$ cat src/rtl/ioread_ctrl_if.sv
// CPU/decoder/peripheral side of the IO read controller, bundled so the
// controller and its environment share one set of signal names.
interface ioread_ctrl_if #(
  parameter int DW = 16
);
  logic          ior;
  logic          switchctrl;
  logic          keyctrl;
  logic          timerctrl;
  logic [DW-1:0] switch_in;
  logic          key_req;
  logic          key_ack;
  logic [DW-1:0] key_rdata;
  logic          timer_req;
  logic          timer_ack;
  logic [DW-1:0] timer_rdata;
  logic [DW-1:0] ioread_data;
  logic          rvalid;
  logic          stall;
  logic          timeout_err;
  logic [1:0]    dbg_state;

  // Environment: CPU strobe, decoder selects, switch levels, peripheral responses.
  modport master (
    output ior, switchctrl, keyctrl, timerctrl, switch_in,
    output key_ack, key_rdata, timer_ack, timer_rdata,
    input  key_req, timer_req, ioread_data, rvalid, stall, timeout_err, dbg_state
  );

  modport slave (
    input  ior, switchctrl, keyctrl, timerctrl, switch_in,
    input  key_ack, key_rdata, timer_ack, timer_rdata,
    output key_req, timer_req, ioread_data, rvalid, stall, timeout_err, dbg_state
  );
endinterface

$ cat src/rtl/ioread_ctrl.sv
// IO read sequencer: debounced switch reads complete directly; keyboard and
// timer reads run a req/ack handshake with timeout while the CPU is stalled.
//
// Handshake: *_req rises the cycle after the read is accepted and stays high
// until the selected *_ack is sampled high on a rising edge or the timeout
// expires. ack is only observed while req is high, and only from the selected
// device. rvalid is a one-cycle pulse marking the cycle ioread_data changed.
module ioread_ctrl #(
  parameter int DW         = 16,
  parameter int DEB_CYCLES = 20000,
  parameter int TIMEOUT    = 15
) (
  input  logic        clk,
  input  logic        reset,
  ioread_ctrl_if.slave bus
);
  localparam int TW  = $clog2(TIMEOUT + 1);
  localparam int DCW = $clog2(DEB_CYCLES + 1);

  typedef enum logic [1:0] {
    S_IDLE  = 2'd0,
    S_REQ   = 2'd1,
    S_DONE  = 2'd2,
    S_DRAIN = 2'd3
  } state_t;

  state_t          state_q, state_d;
  logic            sel_key_q, sel_key_d;
  logic [TW-1:0]   tcnt_q, tcnt_d;
  logic [DW-1:0]   data_q, data_d;
  logic            rvalid_q, rvalid_d;
  logic            err_q, err_d;

  logic [DW-1:0]   sync1_q, sync2_q, last_q;
  logic [DW-1:0]   stable_q, stable_d;
  logic [DCW-1:0]  dcnt_q, dcnt_d;
  logic [DCW-1:0]  dcnt_inc;

  logic            any_sel;
  logic            ack_sel;
  logic [DW-1:0]   rdata_sel;

  // Switch synchroniser and debounce state
  always_ff @(posedge clk or negedge reset) begin
    if (!reset) begin
      sync1_q  <= '0;
      sync2_q  <= '0;
      last_q   <= '0;
      stable_q <= '0;
      dcnt_q   <= '0;
    end else begin
      sync1_q  <= bus.switch_in;
      sync2_q  <= sync1_q;
      last_q   <= sync2_q;
      stable_q <= stable_d;
      dcnt_q   <= dcnt_d;
    end
  end

  // A fresh change of the synchronised value counts as the first differing cycle.
  always_comb begin
    dcnt_d   = dcnt_q;
    stable_d = stable_q;
    dcnt_inc = (sync2_q != last_q) ? DCW'(1) : dcnt_q + DCW'(1);
    if (sync2_q == stable_q) begin
      dcnt_d = '0;
    end else if (dcnt_inc >= DCW'(DEB_CYCLES)) begin
      stable_d = sync2_q;
      dcnt_d   = '0;
    end else begin
      dcnt_d = dcnt_inc;
    end
  end

  always_ff @(posedge clk or negedge reset) begin
    if (!reset) begin
      state_q   <= S_IDLE;
      sel_key_q <= 1'b0;
      tcnt_q    <= '0;
      data_q    <= '0;
      rvalid_q  <= 1'b0;
      err_q     <= 1'b0;
    end else begin
      state_q   <= state_d;
      sel_key_q <= sel_key_d;
      tcnt_q    <= tcnt_d;
      data_q    <= data_d;
      rvalid_q  <= rvalid_d;
      err_q     <= err_d;
    end
  end

  assign any_sel   = bus.switchctrl | bus.keyctrl | bus.timerctrl;
  assign ack_sel   = sel_key_q ? bus.key_ack : bus.timer_ack;
  assign rdata_sel = sel_key_q ? bus.key_rdata : bus.timer_rdata;

  always_comb begin
    state_d   = state_q;
    sel_key_d = sel_key_q;
    tcnt_d    = tcnt_q;
    data_d    = data_q;
    rvalid_d  = 1'b0;
    err_d     = err_q;
    unique case (state_q)
      S_IDLE: begin
        if (bus.ior && bus.switchctrl) begin
          data_d   = stable_q;
          rvalid_d = 1'b1;
          state_d  = S_DONE;
        end else if (bus.ior && bus.keyctrl) begin
          sel_key_d = 1'b1;
          tcnt_d    = '0;
          state_d   = S_REQ;
        end else if (bus.ior && bus.timerctrl) begin
          sel_key_d = 1'b0;
          tcnt_d    = '0;
          state_d   = S_REQ;
        end
      end
      S_REQ: begin
        // Ack is checked first so an ack on the terminal cycle still wins.
        if (ack_sel) begin
          data_d   = rdata_sel;
          rvalid_d = 1'b1;
          state_d  = S_DONE;
        end else if (tcnt_q == TW'(TIMEOUT - 1)) begin
          data_d   = '1;
          err_d    = 1'b1;
          rvalid_d = 1'b1;
          state_d  = S_DONE;
        end else begin
          tcnt_d = tcnt_q + TW'(1);
        end
      end
      S_DONE: begin
        state_d = bus.ior ? S_DRAIN : S_IDLE;
      end
      S_DRAIN: begin
        if (!bus.ior) state_d = S_IDLE;
      end
      default: state_d = S_IDLE;
    endcase
  end

  assign bus.key_req     = (state_q == S_REQ) &&  sel_key_q;
  assign bus.timer_req   = (state_q == S_REQ) && !sel_key_q;
  // Gated by reset so a CPU still holding ior is released during reset.
  assign bus.stall       = reset && (((state_q == S_IDLE) && bus.ior && any_sel) ||
                                     (state_q == S_REQ));
  assign bus.ioread_data = data_q;
  assign bus.rvalid      = rvalid_q;
  assign bus.timeout_err = err_q;
  assign bus.dbg_state   = state_q;
endmodule

$ cat src/flat_wrapper.sv
// flat-port wrapper written by rule: the top's interface ports become plain ports
module ioread_ctrl_flat 
#(
  parameter int DW         = 16,
  parameter int DEB_CYCLES = 20000,
  parameter int TIMEOUT    = 15
)
  (clk, reset, bus_ior, bus_switchctrl, bus_keyctrl, bus_timerctrl, bus_switch_in, bus_key_ack, bus_key_rdata, bus_timer_ack, bus_timer_rdata, bus_key_req, bus_timer_req, bus_ioread_data, bus_rvalid, bus_stall, bus_timeout_err, bus_dbg_state);
  ioread_ctrl_if #(.DW(DW)) bus_i ();
  input  logic clk;
  input  logic reset;
  input wire logic [$bits(bus_i.ior)-1:0] bus_ior;
  input wire logic [$bits(bus_i.switchctrl)-1:0] bus_switchctrl;
  input wire logic [$bits(bus_i.keyctrl)-1:0] bus_keyctrl;
  input wire logic [$bits(bus_i.timerctrl)-1:0] bus_timerctrl;
  input wire logic [$bits(bus_i.switch_in)-1:0] bus_switch_in;
  input wire logic [$bits(bus_i.key_ack)-1:0] bus_key_ack;
  input wire logic [$bits(bus_i.key_rdata)-1:0] bus_key_rdata;
  input wire logic [$bits(bus_i.timer_ack)-1:0] bus_timer_ack;
  input wire logic [$bits(bus_i.timer_rdata)-1:0] bus_timer_rdata;
  output wire logic [$bits(bus_i.key_req)-1:0] bus_key_req;
  output wire logic [$bits(bus_i.timer_req)-1:0] bus_timer_req;
  output wire logic [$bits(bus_i.ioread_data)-1:0] bus_ioread_data;
  output wire logic [$bits(bus_i.rvalid)-1:0] bus_rvalid;
  output wire logic [$bits(bus_i.stall)-1:0] bus_stall;
  output wire logic [$bits(bus_i.timeout_err)-1:0] bus_timeout_err;
  output wire logic [$bits(bus_i.dbg_state)-1:0] bus_dbg_state;
  assign bus_i.ior = bus_ior;
  assign bus_i.switchctrl = bus_switchctrl;
  assign bus_i.keyctrl = bus_keyctrl;
  assign bus_i.timerctrl = bus_timerctrl;
  assign bus_i.switch_in = bus_switch_in;
  assign bus_i.key_ack = bus_key_ack;
  assign bus_i.key_rdata = bus_key_rdata;
  assign bus_i.timer_ack = bus_timer_ack;
  assign bus_i.timer_rdata = bus_timer_rdata;
  assign bus_key_req = bus_i.key_req;
  assign bus_timer_req = bus_i.timer_req;
  assign bus_ioread_data = bus_i.ioread_data;
  assign bus_rvalid = bus_i.rvalid;
  assign bus_stall = bus_i.stall;
  assign bus_timeout_err = bus_i.timeout_err;
  assign bus_dbg_state = bus_i.dbg_state;
  ioread_ctrl #(.DW(DW), .DEB_CYCLES(DEB_CYCLES), .TIMEOUT(TIMEOUT)) u_core (.clk(clk), .reset(reset), .bus(bus_i));
endmodule
$ cat config.mk
export PLATFORM = sky130hd
export DESIGN_NAME = ioread_ctrl_flat
export DESIGN_NICKNAME = d
export VERILOG_FILES = /design/src/rtl/ioread_ctrl_if.sv /design/src/rtl/ioread_ctrl.sv /design/src/flat_wrapper.sv
export SDC_FILE = /design/constraint.sdc
export NUM_CORES = 1
export LEC_CHECK = 0
export BUFFER_PORTS_ARGS = -buffer_cell sky130_fd_sc_hd__buf_4
export CORE_MARGIN = 2
export CORE_UTILIZATION = 29
export DETAILED_ROUTE_END_ITERATION = 10
export GPL_TIMING_DRIVEN = 0
export HOLD_SLACK_MARGIN = 0.05
export SETUP_SLACK_MARGIN = 0.1
export SYNTH_ARGS = -nofsm -noshare
export SYNTH_HDL_FRONTEND = slang
export SYNTH_SLANG_ARGS = --single-unit
$ cat constraint.sdc
create_clock -name clk -period 4.9 [get_ports clk]
set_input_delay 0.98 -clock clk [delete_from_list [all_inputs] [get_ports clk]]
set_output_delay 0.98 -clock clk [all_outputs]
set_load 0.05 [all_outputs]
Word-level counts from Yosys, hierarchy flattened
Cells that the tools add are included.

cells by class
  add/subtract/negate cells = 2
  magnitude comparators = 1
  eq/ne operators = 14
  mux-type cells = 29
  bitwise logic cells = 5
  reductions and logical operators = 19

operator list
  kind                     number
  $mux W16                 4
  $mux W15                 3
  $pmux W16 S2             1
  $mux W4                  5
  $eq A16 B16 Y1           1
  $ne A16 B16 Y1           1
  $add A15 B1 Y15 const B  1
  $ge A15 B15 Y1 const B   1
  $mux W2                  7
  $reduce_and A3 Y1        4
  $logic_and A1 B1 Y1      8
  $ne A2 B2 Y1 const B     4
  $pmux W2 S4              1
  $pmux W4 S2              1
  $mux W1                  6
  $ne A3 B1 Y1 const B     2
  $reduce_and A5 Y1        1
  $add A4 B1 Y4 const B    1
  $eq A2 B2 Y1 const B     2
  $eq A4 B4 Y1 const B     1
  $ne A4 B1 Y1 const B     1
  $reduce_bool A2 Y1       2
  $not A1 Y1               3
  $eq A2 B1 Y1 const B     1
  7 further kinds          8

storage, ports and cells
  bits in registers = 104
  bits of input ports = 56
  output and inout bits = 23
  word-level logic and storage cells = 81

Depth between registers and ports, before layout
Gate-level depths: netlist of run 1.

  depth after elaboration = 5
  depth in mapped cells = 8
  mapped depth without buffers = 8

Worst setup path before layout of run 1
No wires, ideal clock.

  path kind = input-to-output
  from = input bus_switchctrl
  to = output bus_stall
  arrival = 2.279 ns
  data required time = 3.920 ns
  setup slack = 1.641 ns
  stages on the path = 3
  buffers on the path = 0
  cell sequence = or3_1 > a21oi_1 > nor3b_1

on the way
  word-level cells in the longest chain between the ends = 5

ends and longest elaborated chain
  what                       line                RTL
  start, declared            flat_wrapper.sv:13  input wire logic [$bits(bus_i.switchctrl)-1:0] bus_switchctrl;
  $or A1 B1 Y1 (2 in a row)  ioread_ctrl.sv:93   assign any_sel = bus.switchctrl | bus.keyctrl | bus.timerctrl;
  $logic_and A1 B1 Y1        ioread_ctrl.sv:148  assign bus.stall = reset && (((state_q == S_IDLE) && bus.ior && any_sel) ||
  $logic_or A1 B1 Y1         ioread_ctrl.sv:148
  $logic_and A1 B1 Y1        ioread_ctrl.sv:148
  end, declared              flat_wrapper.sv:25  output wire logic [$bits(bus_i.stall)-1:0] bus_stall;

No other way between the ends.

Worst setup path after layout of run 1
  from = register u_core.sel_key_q
  to = output bus_key_req

on the way
  word-level cells in the longest chain between the ends = 1

ends and longest elaborated chain
  what                    line                RTL
  start, declared         ioread_ctrl.sv:28   logic sel_key_q, sel_key_d;
  start signal, assigned  ioread_ctrl.sv:85   sel_key_q <= sel_key_d;
  $logic_and A1 B1 Y1     ioread_ctrl.sv:145  assign bus.key_req = (state_q == S_REQ) && sel_key_q;
  end, declared           flat_wrapper.sv:21  output wire logic [$bits(bus_i.key_req)-1:0] bus_key_req;

No other way between the ends.

==> flow_metrics.tcl, run 1 <==
set metrics [dict create \
    place_congestion 0.7833 \
    io_pins 79 \
    min_path_type "reg -> reg" \
    slew_violations 0 \
    grt_max_degree 106 \
    crit_slowest_cell "clkbuf_1" \
    drv_cap 0 \
    post_route_cells_drive_above_1_share_pct 26.04 \
    postCtsSetupRepairBufs 0 \
    routedWlPerCell_um 13.96 \
    diodes 0 \
    min_period_over_period_pct 67.19 \
    die_y_um 126.9 \
    crit_path_start_kind "flip-flop" \
    ys_seq_area_share_pct 59.41 \
    routed_wirelength_mm 8.946 \
    num_vias 2980 \
    crit_required_ns 3.92 \
    fin_hold_ws_ns 0.3484 \
    synth_compound_area_share_pct 8.969 \
    port_buffers 78 \
    rows 44 \
    clock_skew_ns 0.01162 \
    ctsResizeCount 0 \
    max_slew_margin_pct 46.95 \
    area_growth_pct 25.76 \
    coreArea_um2 14640 \
    hold_buffers 0 \
    cts_root_buf "clkbuf_16" \
    hold_violations 0 \
    synth_seq_cells 104 \
    worstMarginPinSlew_ns 0.7957 \
    firstDrtPassIters 4 \
    synth_cells 362 \
    synthArstFlopShare_pct 100.0 \
    worstSetupPathType "reg -> out" \
    avgSynthCellArea_um2 12.10 \
    r2r_slack_ns 1.85 \
    clock.fmax_ghz 0.3037 \
    initial_core_util_pct 29.91 \
    grt_pass1_vias 2986 \
    yosys.area_share.adder_pct 0.8569 \
    synth_top_family_by_area "simple AND/OR/NAND/NOR gates" \
    antenna_found_initial 0 \
    rsz0062_at_grt "no" \
    drc 0 \
    nNetsFinal 511 \
    ff2ff_path_depth 8 \
    track_usage_pct 11.85 \
    synth_fp_nets 421 \
    clk_pin_slew_worst_paths_ns 0.07 \
    synthFlopType "dfrtp_1" \
    synthXorXnorAreaFrac_pct 9.597 \
    via_per_inst 4.649 \
    hold_depth 0 \
    yosysWarnings 0 \
    h-tree-depth 3 \
    dp_hpwl_mm 6.485 \
    numCtsBuffers 9 \
    first_iter_violations 151 \
    crit_path_end_kind "output pin" \
    cpPeakStageDelay_ns 0.45 \
    cp_max_fo 10 \
    cp_cell_sequence "clkbuf_1 > clkbuf_1 > clkbuf_1 > and2_1 > buf_4" \
    cts_buffer_depth 2 \
    finalPower_mw 2.655 \
    syn_area_um2 4380 \
    peakVddDrop_v 0.0001823 \
    setup_tns_ns 0 \
    die_area_um2 16100 \
    muxShareOfSynthArea_pct 5.199 \
    min_period_ns 3.293 \
    cts_tree "done" \
    cp_common_cell "clkbuf_1" \
    ant_nets 0 \
    power.leakage_nw 2.442 \
    setup_violations 0 \
    overflow 0 \
    status "complete, no violations" \
    ys_types 47 \
    dieWidth_um 126.9 \
    powerDensity_nw_per_um2 481.9 \
    clkLatencyLatePin_ns 0.35 \
    grt_pass1_wl_mm 15.10 \
    clock_sinks 104 \
    cp.arrival_ns 2.31 \
    synth_edf_count 0 \
    synthSimpleGateAreaFrac_pct 14.11 \
]
## sequential cells by signal (all words and copies together) (netlist names)
register and flops:
u_core.sync2_q 16, u_core.tcnt_q 4, u_core.bus.rvalid 1, u_core.sel_key_q 1
u_core.sync1_q 16, u_core.bus.timeout_err 1, u_core.last_q 16, u_core.bus.dbg_state 2
u_core.dcnt_q 15, u_core.bus.ioread_data 16, u_core.stable_q 16
## synth_stat cells, types with 2 or more instances
master,number,area (µm²)
dfrtp_1,104,2603
nand2_1,13,48.80
o22ai_1,17,106.4
xor2_1,22,192.7
ha_1,3,37.54
o21ai_0,4,20.02
a21oi_1,8,40.04
a211oi_1,16,120.1
nor2_1,39,146.4
nand3_2,2,20.02
nand2b_1,2,12.51
nor3_1,4,20.02
inv_1,6,22.52
clkbuf_1,10,37.54
o41a_1,2,22.52
mux2_2,6,67.56
and3_1,3,18.77
nor3b_1,2,15.01
nand4_1,8,50.05
xnor2_1,26,227.7
nor2b_1,17,106.4
nand3_1,4,20.02
and2_1,3,18.77
nor4_1,8,50.05
and4_1,2,17.52
mux2_4,10,150.1
## where the power goes
part	leakage (nW)	internal, mW	switching (mW)
registers	1.30	0.981	0.0776
logic	1.02	0.295	0.618
clock network	0.132	0.353	0.330
## cell families (layout without fill, tap and decap cells)
| kind of cell | after synthesis | count (layout) |
|---|---|---|
| mux | 17 | 17 |
| fa+ha+maj | 3 | 3 |
| simple gates | 115 | 115 |
| flops | 104 | 104 |
| xor+xnor | 48 | 48 |
| buf+inv | 19 | 114 |
| compound gates | 56 | 56 |
## critical path, delay by kind of cell, from the launching register on
| family | cells | cell delay [ns] |
|---|---|---|
| flip-flops | 1 | 0.32 |
| buffers and inverters | 4 | 1.43 |
| AND/OR/NAND/NOR | 1 | 0.20 |
## final cells by class
type | count | area, µm²
Buffer | 13 | 58.81
Clock buffer | 10 | 229.0
Clock inverter | 6 | 52.55
Fill cell | 1422 | 9135
Inverter | 6 | 22.52
Multi-Input combinational cell | 239 | 1697
Sequential cell | 104 | 2603
Tap cell | 184 | 230.2
Timing Repair Buffer | 79 | 616.8
## metal layers
| layer | part of all wire (%) | vias to the layer above | global-route usage [%] |
|---|---|---|---|
| met5 | 0 | - | 0 |
| met1 | 48 | 1426 | 16.40 |
| met3 | 5.5 | 15 | 3.374 |
| li1 | - | 1459 | - |
| met4 | 2.3 | 0 | 5.107 |
| met2 | 44 | 80 | 17.39 |
## per-stage QoR
step                utilization, %  cell area, µm²  setup slack [ns]  instances
global route                 37.62            5509             1.397        641
CTS                          37.41            5478             1.352        640
detailed placement           35.48            5196             1.369        624
floorplan                        -            4380             1.641        362
global placement             35.48            5196             1.378        624
finish                       37.62            5509             1.607        641
## worst paths after layout
| path | end | from |
|---|---|---|
| min reg2reg | u_core.sync2_q[10]$_DFF_PN0_ | u_core.sync1_q[10]$_DFF_PN0_ |
| max in group asynchronous | u_core.stable_q[1]$_DFFE_PN0P_ | reset |
| min in group asynchronous | u_core.bus.rvalid$_DFF_PN0_ | reset |
| max | bus_key_req | u_core.sel_key_q$_DFFE_PN0P_ |
| max reg2reg | u_core.dcnt_q[11]$_DFF_PN0_ | u_core.dcnt_q[0]$_DFF_PN0_ |
| min | u_core.sync2_q[10]$_DFF_PN0_ | u_core.sync1_q[10]$_DFF_PN0_ |
## cell usage in the layout (no fill, tap or decap), types with 2 or more instances in the layout
cell type   synthesis  final
dfrtp_1           104    104
buf_4               0     77
nor2_1             39     39
xnor2_1            26     26
xor2_1             22     22
nor2b_1            17     17
o22ai_1            17     17
a211oi_1           16     16
nand2_1            13     13
clkbuf_1           10     11
mux2_4             10     10
clkbuf_16           0      9
nor4_1              8      8
nand4_1             8      8
a21oi_1             8      8
inv_1               6      6
mux2_2              6      6
nand3_1             4      4
nor3_1              4      4
o21ai_0             4      4
and2_1              3      3
and3_1              3      3
ha_1                3      3
nand3_2             2      2
and4_1              2      2
nor3b_1             2      2
o41a_1              2      2
nand2b_1            2      2
buf_6               1      2
clkinvlp_4          0      2
inv_6               0      2
(Power assumes the default switching activity.)
==> run 2, diff against run 1 <==
Settings changed: ABC_AREA set to 1.
Clock period 4.9 ns to 3.34 ns, I/O delays scaled along.
==> run 2 against run 1 <==
  * Count of clock-buffer cells in the layout grew 2
  * Critical path depth is the same
  * Clock skew is essentially flat
  * Die area grew 11%
  * Combinational power grew 66%
  * Register-to-register slack lost 0.74 ns
  * Area after synthesis grew 11%
  * Utilization shrank 0.80 points
  * Critical path type unchanged
  * Design area grew 10%
  * Clock power grew 60%
  * Global-route usage grew 0.26 points
==> flow_metrics.tcl, run 2 <==
set metrics [dict create \
    hold_buffers 0 \
    ys_types 39 \
    cts_tree "done" \
    syn_area_um2 4856 \
    synth_area_leader_cell "dfrtp_1" \
    first_iter_violations 163 \
    status "complete, no violations" \
    rsz0062_at_grt "no" \
    ys_top_cells_by_area "dfrtp_1, nand2_1, nor2_1" \
    h-tree-depth 3 \
    netlist_top_cells_count "nand2_1, dfrtp_1, nor2_1" \
    initial_core_util_pct 29.49 \
    postCtsSetupRepairBufs 0 \
    synth.most_common_cell "nand2_1" \
    routed_wirelength_mm 10.36 \
    synth_cells 542 \
    p_comb_share_pct 36.5 \
    dp_hpwl_mm 7.530 \
    crit_path_start_kind "flip-flop" \
    min_path_type "in -> async" \
    via_per_inst 4.333 \
    p_sw_mw 1.591 \
    routedWlPerCell_um 12.09 \
    clock_skew_ns 0.01147 \
    reg2reg_from "u_core.dcnt_q[0]$_DFF_PN0_" \
    clock_sinks 104 \
    ff2ff_path_depth 14 \
    drc 0 \
    synth_seq_cells 104 \
    power.leakage_nw 3.005 \
    num_vias 3713 \
    dieWidth_um 133.4 \
    clkLatencyLatePin_ns 0.34 \
    p_seq_share_pct 37.4 \
    synthArstFlopShare_pct 100.0 \
    ys_seq_area_share_pct 53.59 \
    grt_pass1_wl_mm 17.22 \
    cp.arrival_ns 1.94 \
    peakVddDrop_v 0.0004051 \
    synth_top_area_share_pct 53.59 \
    port_buffers 78 \
    diodes 0 \
    crit_path_end_kind "output pin" \
    timing.rr.end "u_core.stable_q[9]$_DFFE_PN0P_" \
    switching_share_pct 38.12 \
    clock.fmax_ghz 0.3828 \
    cts_root_buf "clkbuf_16" \
    track_usage_pct 12.10 \
    drv_cap 0 \
    worstSetupPathType "reg -> out" \
    cp_max_fo 10 \
    min_period_over_period_pct 78.21 \
    p_int_mw 2.583 \
    antenna_found_initial 0 \
    cp-startpoint "u_core.sel_key_q$_DFFE_PN0P_" \
    hold_violations 0 \
    synth_fp_nets 601 \
    layout_common_cells "nand2_1, dfrtp_1, nor2_1, buf_4, inv_1" \
    avgSynthCellArea_um2 8.959 \
    die_area_um2 17800 \
    cts_buffer_depth 2 \
    coreArea_um2 16470 \
    overflow 0 \
    synth_edf_count 0 \
    slew_violations 0 \
    ant_nets 0 \
    grt_max_degree 106 \
    firstDrtPassIters 6 \
    post_route_cells_drive_above_1_share_pct 21.82 \
    ctsResizeCount 0 \
    area_growth_pct 24.86 \
    crit_end "bus_key_req" \
    die_y_um 133.4 \
    worstMarginPinSlew_ns 0.6686 \
    max_slew_margin_pct 55.42 \
    place_congestion 0.8339 \
    min_period_ns 2.612 \
    fin_util_pct 36.82 \
    yosysWarnings 0 \
    p_clk_share_pct 26.1 \
    numCtsBuffers 9 \
    rows 47 \
    synthFlopType "dfrtp_1" \
    powerDensity_nw_per_um2 688.4 \
    crit_required_ns 2.67 \
    clk_pin_slew_worst_paths_ns 0.07 \
    grt_pass1_vias 3533 \
    io_pins 79 \
    setup_violations 0 \
    nNetsFinal 691 \
    r2r_slack_ns 1.11 \
    setup_tns_ns 0 \
    final_common_cell "nand2_1" \
]
==> run 2: through the flow <==
stage                     setup WS, ns  power (mW)  cells  instance area, µm²  hold slack [ns]
final                           0.7278       4.174    857                6063          0.09441
after detailed placement        0.3782       3.124    840                5717           0.3347
after CTS                       0.3738       4.228    856                6032           0.3500
after global routing            0.5484       4.413    857                6063          0.07454
after global placement          0.3691       3.109    840                5717           0.3325
after floorplan                 0.5086       2.633    542                4856           0.3312
==> run 2: final cells by class <==
cell class | instances | area (µm²)
fillers | 1674 | 10400
flip-flops and latches | 104 | 2603
multi-input cells | 359 | 1937
repair buffers | 79 | 616.8
well taps | 220 | 275.3
clock buffers | 12 | 266.5
inverters | 67 | 251.5
plain buffers | 12 | 65.06
clock inverters | 4 | 48.80
==> run 2: worst max-delay path, cell delays in order (launching register included) <==
cell and delay, ns:
dfrtp_1 0.36, buf_2 0.28, clkbuf_1 0.55, inv_1 0.09, nor2_1 0.12, buf_4 0.20
==> run 2: cells by family (layout without fill, tap and decap cells) <==
logic type,Yosys count,count (layout),synth area share (%)
and+or+nand+nor,278,278,25.90
DFF,104,104,53.59
buffers and inverters,79,174,6.519
AOI/OAI and AO/OA,38,38,5.565
xor gates and xnor gates,23,23,4.149
muxes,17,17,3.504
adders and majority gates,3,3,0.7731
==> run 2: per-layer routing <==
metal / wire, µm / part of all wire, % / GRT usage, % / vias to the layer above
met5: 0 / 0 / 0 / -
met4: 150 / 1.4 / 4.787 / 0
met3: 519 / 5.0 / 2.588 / 9
met2: 4577 / 44 / 19.04 / 77
met1: 5113 / 49 / 16.35 / 1699
li1: - / - / - / 1928
==> run 2: worst min path at each step <==
stage / startpoint / endpoint / slack (ns) / depth (start not counted)
2_1_floorplan: u_core.sync1_q[0]$_DFF_PN0_ / u_core.sync2_q[0]$_DFF_PN0_ / 0.33 / 0
3_3_place_gp: u_core.sync1_q[2]$_DFF_PN0_ / u_core.sync2_q[2]$_DFF_PN0_ / 0.33 / 0
3_5_place_dp: u_core.sync1_q[10]$_DFF_PN0_ / u_core.sync2_q[10]$_DFF_PN0_ / 0.33 / 0
4_1_cts: u_core.sync1_q[10]$_DFF_PN0_ / u_core.sync2_q[10]$_DFF_PN0_ / 0.35 / 0
5_1_grt: reset / u_core.tcnt_q[3]$_DFFE_PN0P_ / 0.07 / 1
6_report: reset / u_core.tcnt_q[3]$_DFFE_PN0P_ / 0.09 / 1
==> run 2: power by group through the flow <==
stage | sequential (mW) | clock (mW) | combinational (mW)
after floorplan | 1.97 | 0 | 0.661
after global routing | 1.59 | 1.17 | 1.66
after CTS | 1.56 | 1.13 | 1.54
final | 1.56 | 1.09 | 1.52
after global placement | 1.58 | 0 | 1.53
after detailed placement | 1.58 | 0 | 1.54
==> run 3, diff against run 2 <==
Clock period 3.34 ns to 2.6 ns, I/O delays scaled along.
==> run 3 against run 2 <==
  * Via count hardly changed
  * Cell count fell by 0.23%
  * Critical endpoint is now bus_timer_req
  * Sequential power up 29%
  * Utilization fell by 0.36 points
  * Largest power group unchanged
==> flow_metrics.tcl, run 3 (synthesis gave the netlist of run 2 again) <==
set metrics [dict create \
    die_y_um 133.4 \
    via_per_inst 4.342 \
    cts_buffer_depth 2 \
    postCtsSetupRepairBufs 0 \
    p_comb_share_pct 37.6 \
    worstMarginPinSlew_ns 0.8382 \
    clk_pin_slew_worst_paths_ns 0.07 \
    track_usage_pct 12.41 \
    post_route_cells_drive_above_1_share_pct 21.73 \
    place_congestion 0.8190 \
    max_slew_margin_pct 44.12 \
    crit_path_end_kind "output pin" \
    port_buffers 78 \
    coreArea_um2 16470 \
    overflow 0 \
    first_iter_violations 258 \
    worstSetupPathType "reg -> out" \
    firstDrtPassIters 5 \
    clkLatencyLatePin_ns 0.35 \
    min_period_over_period_pct 88.26 \
    grt_pass1_vias 3651 \
    cp-startpoint "u_core.bus.dbg_state[0]$_DFFE_PN0P_" \
    routed_wirelength_mm 10.40 \
    min_period_ns 2.295 \
    crit_required_ns 2.08 \
    clock.fmax_ghz 0.4358 \
    io_pins 79 \
    cts_tree "done" \
    grt_pass1_wl_mm 17.67 \
    layout_common_cells "nand2_1, dfrtp_1, nor2_1, buf_4, inv_1" \
    routedWlPerCell_um 12.17 \
    p_seq_share_pct 38.3 \
    antenna_found_initial 0 \
    drv_cap 0 \
    rows 47 \
    p_clk_share_pct 24.1 \
    fillers 1683 \
    setup_tns_ns 0 \
    crit_path_start_kind "flip-flop" \
    cp_max_fo 10 \
    nNetsFinal 689 \
    hold_violations 0 \
    reg2reg_from "u_core.dcnt_q[0]$_DFF_PN0_" \
    dp_hpwl_mm 7.566 \
    min_path_type "in -> async" \
    ant_nets 0 \
    slew_violations 0 \
    clock_sinks 104 \
    switching_share_pct 39.56 \
    area_growth_pct 23.63 \
    h-tree-depth 3 \
    die_area_um2 17800 \
    initial_core_util_pct 29.49 \
    p_sw_mw 2.073 \
    rsz0062_at_grt "no" \
    peakVddDrop_v 0.0004027 \
    num_vias 3712 \
    power.leakage_nw 2.963 \
    p_int_mw 3.167 \
    cts_root_buf "clkbuf_16" \
    numCtsBuffers 9 \
    dieWidth_um 133.4 \
    final_common_cell "nand2_1" \
    status "complete, no violations" \
    cp.arrival_ns 1.77 \
    setup_violations 0 \
    clock_skew_ns 0.008982 \
    grt_max_degree 106 \
    drc 0 \
    powerDensity_nw_per_um2 872.8 \
    finalPower_mw 5.240 \
    diodes 0 \
]
-- run 3: repair_timing --
action | CTS | global route
hold buffers | 0 | 0
setup endpoints to repair | 2 | 11
gates resized for setup | 1 | 2
-- run 3: cell type report --
cell class	instances	area, µm²	area share (%)
multi-input cells	359	1946	32.41
well taps	220	275.3	4.585
repair buffers	78	591.8	9.858
clock buffers	12	246.5	4.106
plain buffers	11	61.31	1.021
inverters	67	251.5	4.189
flip-flops and latches	104	2603	43.35
clock inverters	4	28.78	0.4794
-- run 3: layer usage --
| metal | up-vias | global-route usage, % | wire (µm) |
|---|---|---|---|
| met5 | - | 0 | 0 |
| met4 | 0 | 3.132 | 109 |
| met2 | 94 | 19.04 | 4626 |
| met1 | 1685 | 16.86 | 4996 |
| li1 | 1925 | - | - |
| met3 | 8 | 4.300 | 672 |
-- run 3: power by group through the flow --
stage	clock (mW)	sequential (mW)	combinational, mW
2_1_floorplan	0	2.53	0.853
3_3_place_gp	0	2.03	1.97
3_5_place_dp	0	2.04	1.99
4_1_cts	1.31	2.01	1.98
5_1_grt	1.40	2.03	2.15
6_report	1.26	2.01	1.97
-- run 3: path summary, 6_finish.rpt --
check / to / slack [ns] / cells after the start
worst max-delay path: bus_timer_req / 0.31 / 5
worst min-delay path: u_core.tcnt_q[2]$_DFFE_PN0P_ / 0.25 / 1
worst max register to register: u_core.stable_q[6]$_DFFE_PN0P_ / 0.39 / 14
worst min register to register: u_core.sync2_q[8]$_DFF_PN0_ / 0.35 / 0
max in group asynchronous: u_core.sync1_q[3]$_DFF_PN0_ / 1.75 / 1
min in group clk: u_core.sync1_q[5]$_DFF_PN0_ / 0.28 / 1
-- run 3: per-stage QoR --
step	hold slack (ns)	worst slack, ns	area (µm²)	util (%)	cells
finish	0.2521	0.3052	6003	36.46	855
CTS	0.2640	0.2014	5998	36.43	855
detailed placement	0.3347	-0.1226	5723	34.76	840
global placement	0.3325	-0.09850	5723	34.76	840
floorplan	0.2244	0.1904	4862	-	542
global route	0.2533	0.1071	6003	36.46	855
-- run 3: critical path, stage by stage, from the launching register on --
cell and delay (ns):
dfrtp_1 0.43, inv_1 0.11, nor2_2 0.34, inv_1 0.20, nor2_1 0.13, buf_4 0.21
